==> src/rtl/mult_seq_ctrl.sv <==
// Iterative shift-add multiplier: one partial product per cycle over N cycles,
// with valid/ready handshakes on the operand and product sides.
module mult_seq_ctrl #(
  parameter int unsigned N = 8
) (
  input  logic             clk,
  input  logic             rst_n,
  input  logic             in_valid,
  output logic             in_ready,
  input  logic [N-1:0]     a,
  input  logic [N-1:0]     b,
  output logic             out_valid,
  input  logic             out_ready,
  output logic [2*N-1:0]   out,
  output logic             busy
);

  localparam int unsigned CW = (N > 1) ? $clog2(N) : 1;
  localparam logic [CW-1:0] LastCount = CW'(N - 1);

  typedef enum logic [1:0] {StIdle, StCalc, StDone} state_e;

  state_e          state_q, state_d;
  logic [N-1:0]    a_q, a_d;
  logic [N-1:0]    b_q, b_d;
  logic [2*N-1:0]  acc_q, acc_d;
  logic [2*N-1:0]  out_q, out_d;
  logic [CW-1:0]   count_q, count_d;
  logic [2*N-1:0]  addend;
  logic [2*N-1:0]  sum;

  // Partial product for the multiplier bit selected by count.
  always_comb begin
    addend = b_q[count_q] ? ({{N{1'b0}}, a_q} << count_q) : '0;
    sum    = acc_q + addend;
  end

  always_comb begin
    state_d  = state_q;
    a_d      = a_q;
    b_d      = b_q;
    acc_d    = acc_q;
    out_d    = out_q;
    count_d  = count_q;
    in_ready = 1'b0;

    unique case (state_q)
      StIdle: begin
        in_ready = 1'b1;
      end
      StCalc: begin
        acc_d   = sum;
        count_d = count_q + 1'b1;
        if (count_q == LastCount) begin
          out_d   = sum;
          count_d = '0;
          state_d = StDone;
        end
      end
      StDone: begin
        in_ready = out_ready;
        if (out_ready) begin
          state_d = StIdle;
        end
      end
      default: begin
        state_d = StIdle;
      end
    endcase

    // Acceptance from IDLE or back-to-back from DONE.
    if (in_valid && in_ready) begin
      a_d     = a;
      b_d     = b;
      acc_d   = '0;
      count_d = '0;
      state_d = StCalc;
    end
  end

  always_ff @(posedge clk) begin
    if (!rst_n) begin
      state_q <= StIdle;
      a_q     <= '0;
      b_q     <= '0;
      acc_q   <= '0;
      out_q   <= '0;
      count_q <= '0;
    end else begin
      state_q <= state_d;
      a_q     <= a_d;
      b_q     <= b_d;
      acc_q   <= acc_d;
      out_q   <= out_d;
      count_q <= count_d;
    end
  end

  assign out_valid = (state_q == StDone);
  assign busy      = (state_q == StCalc);
  assign out       = out_q;

endmodule
==> config.mk <==
export PLATFORM = sky130hd
export DESIGN_NAME = mult_seq_ctrl
export DESIGN_NICKNAME = d
export VERILOG_FILES = /design/src/rtl/mult_seq_ctrl.sv
export SDC_FILE = /design/constraint.sdc
export NUM_CORES = 1
export LEC_CHECK = 0
export ABC_CLOCK_PERIOD_IN_PS = 4600
export BUFFER_PORTS_ARGS = -buffer_cell sky130_fd_sc_hd__buf_2
export CORE_MARGIN = 2
export CORE_UTILIZATION = 55
export DETAILED_ROUTE_END_ITERATION = 12
export GPL_TIMING_DRIVEN = 0
export PLACE_DENSITY = 0.84
export SLEW_MARGIN = 10
export SYNTH_ARGS = -nofsm -noshare
export SYNTH_HDL_FRONTEND = slang
export SYNTH_SLANG_ARGS = --single-unit
==> constraint.sdc <==
create_clock -name clk -period 4.6 [get_ports clk]
set_clock_uncertainty 0.05 [all_clocks]
set_input_delay 0.46 -clock clk [delete_from_list [all_inputs] [get_ports clk]]
set_output_delay 0.46 -clock clk [all_outputs]
set_load 0.005 [all_outputs]
==> impl_metrics.csv <==
group,metric,value,unit
synth,synth_area_leaders,"dfxtp_1 (34%), ha_1 (6.8%), mux2i_1 (6.7%), nand2_1 (6.7%), nor2_1 (6.6%)",
synth,yosysWarnings,0,
routing,num_vias,3075,
synth,syn_nets,443,
global_route,grt_max_degree,17,
routing,met1_length,3473,um
clock_tree,path_clk_slew,0.10,ns
synth,postSynth.asyncResetShare,0,
placement,gp_congestion,0.9535,
power_and_ir_drop,p_sw,235.9,uW
synth,netlist_area,3151,um^2
clock_tree,cts_hold_buffers,0,
timing,fmax,266.3,MHz
critical_path,path_max_fanout,9,
floorplanning,die_area,6350,um^2
synth,synth_cell_types,50,
min_path,hold_depth,3,
critical_path,worst-endpoint-arrival,3.90,ns
timing,hold_viol,0,
global_route,grt_pass1_wl,12660,um
routing,drc,0,
clock_tree,insertion_delay,0.31,ns
global_route,globalRoute.totalOverflow,0,
power_and_ir_drop,switching_share,0.2556,
timing,setup_viol,0,
layout,drive_above_1_share,0.1378,
global_route,grt_pass1_vias,2740,
timing,holdWs,0.3311,ns
critical_path,startpoint,"count_q[0]",
timing,finalCritPeriodShare,0.8163,
synth,synth_top_area_frac,0.3368,
critical_path,rr_startpoint,"count_q[0]",
min_path,min_path_type,"input port to register",
layout,layout.nets,487,
floorplanning,io_pins,39,
synth,ys_ff_latch,53,
synth,syn_inst,405,
power_and_ir_drop,p_seq_frac,0.518,
timing,setup-tns-final,0,ns
clock_tree,root_buffer,"clkbuf_8",
power_and_ir_drop,intPower,687.2,uW
routing,ant_nets,0,
power_and_ir_drop,p_comb_frac,0.117,
timing,slew_viol_final,0,
critical_path,worstSetupPathType,"register to register",
power_and_ir_drop,vdd_drop_max,0.0002008,V
synth,synth_edf_count,0,
critical_path,endpoint_kind,"register",
timing,finalCriticalPeriod,3.755,ns
layout,synthToLayoutAreaGrowth,12.55,%
clock_tree,postCtsSetupBuffers,0,
routing,drt-initial-drc-count,357,
synth,synth_seq_area_share,0.3368,
power_and_ir_drop,clkPwrFrac,0.365,
timing,tightest_slew,0.6294,ns
layout,n_antenna_cell,0,
critical_path,cp-start-kind,"register",
clock_tree,htreeDepth,2,
power_and_ir_drop,power_density,260.3,nW/um^2
routing,wl,8090,um
clock_tree,cts-buffers-inserted,5,
clock_tree,cts_tree,"built",
routing,wl_per_cell,15.50,um
critical_path,r2r.worst_path.cells,13,
critical_path,worstPathRequired,4.74,ns
placement,port_buffers,37,
clock_tree,clock_path_buffers,2,
floorplanning,rows,27,
min_path,worstHoldStart,"b[0]",
routing,met3WireLength,505,um
timing,rsz0062_at_grt,"false",
global_route,antenna_found_initial,0,
floorplanning,fp.coreArea,5507,um^2
global_route,grtUsageTotal,0.2541,
floorplanning,die_w,79.69,um
floorplanning,start_util,0.5721,
clock_tree,cts-resized-gates,0,
routing,top_layer,"met4",
flow_run,max_cap_violations,0,
routing,dr.pass1.iters,5,
clock_tree,numClockSinks,53,
synth,avgSynthCellArea,7.779,um^2
routing,routed_via_density,5.891,
routing,route.met2.wl,3970,um
synth,ys.flop_type,"dfxtp_1",
timing,slew_headroom,0.5804,
placement,dp_hpwl,6028,um
outcome,outcome,"completed",
synth,synth_top_area_cell,"dfxtp_1",
power_and_ir_drop,p_leak,1.450,nW
floorplanning,die_h,79.69,um
==> layout by cell type, fill, tap and decap left out, types with 12 or more instances in the layout <==
cell type | Yosys | routed
ha_1 | 17 | 17
nand3_1 | 24 | 24
nor2_1 | 55 | 55
o21ai_0 | 12 | 12
mux2i_1 | 21 | 21
clkbuf_1 | 14 | 14
buf_2 | 8 | 45
dfxtp_1 | 53 | 53
a21oi_1 | 39 | 39
nand2_1 | 56 | 56
==> per-stage QoR <==
step                        util  setup slack (ns)  instances  cell area [um^2]  total power, mW
after floorplan                -             1.335        405              3151           0.5613
after global placement    0.6221             1.006        514              3426           0.5915
after detailed placement  0.6221            0.8958        514              3426           0.5946
after CTS                 0.6439            0.8659        522              3546           0.9282
after global routing      0.6439            0.6522        522              3546           0.9597
final                     0.6439            0.8450        522              3546           0.9231
==> kinds of logic after synthesis <==
group / synth area share
flops: 0.3368
fa+ha+maj: 0.07387
mux: 0.09174
compound gates: 0.1803
buf+inv: 0.04726
xor+xnor: 0.01946
simple gates: 0.2506
==> state kept, by name (all words and copies together), names as in the netlist <==
register  cells
count_q       3
out          16
a_q           8
acc_q        16
b_q           8
state_q       2
==> cells in the mapped netlist, types with 2 or more instances <==
master and number:
nand4b_1 2, buf_2 8, nor2_1 55, nor4_1 2
a21oi_1 39, or4_1 3, a31oi_1 5, mux4_2 2
a21o_1 3, a211oi_1 6, nand3_1 24, nand2_1 56
or3_1 2, and3_1 3, a2111oi_0 2, nor3b_1 2
o211ai_1 4, mux2i_1 21, nor2b_1 4, mux2_2 3
nand2b_1 3, buf_1 4, o21a_1 5, nor3_1 8
and2_1 3, a2111o_1 2, clkbuf_1 14, xnor2_1 6
nand4_1 4, a311o_1 2, o21ai_0 12, dfxtp_1 53
ha_1 17, inv_1 10
==> layout make-up <==
class	instances	area [um^2]
fill	484	1961
multi-input combinational	315	1941
sequential	53	1061
timing repair buffer	37	185.2
buffer	26	107.6
tap	72	90.09
clock buffer	6	82.58
inverter	11	41.29
clock inverter	2	37.54
==> per-layer routing <==
metal / vias up / global-route usage
li1: 1530 / -
met1: 1416 / 0.3222
met2: 114 / 0.4261
met3: 15 / 0.05090
met4: 0 / 0.09310
met5: - / 0
==> power groups by stage <==
| stage | Combinational [mW] | Sequential, mW | Clock [mW] |
|---|---|---|---|
| floorplan | 0.0753 | 0.486 | 0 |
| global placement | 0.104 | 0.488 | 0 |
| detailed placement | 0.106 | 0.489 | 0 |
| CTS | 0.107 | 0.478 | 0.343 |
| global route | 0.118 | 0.480 | 0.362 |
| finish | 0.108 | 0.478 | 0.337 |
==> worst paths after layout <==
| check | endpoint | slack (ns) |
|---|---|---|
| max reg2reg | acc_q[14] | 0.84 |
| min | b_q[0] | 0.33 |
| max | acc_q[14] | 0.84 |
| min reg2reg | out[1] | 0.40 |
==> worst max-delay path, cell delays in order (launching register included) <==
cell	delay [ns]
dfxtp_1	0.34
buf_2	0.23
mux4_2	0.56
nand2_1	0.16
and2_1	0.14
clkbuf_1	0.26
a21oi_1	0.10
ha_1	0.37
o21ai_1	0.11
o21a_1	0.23
or4_4	0.56
a21boi_1	0.21
mux2i_1	0.24
nand2_1	0.07
Power figures use the tool's default switching activity.
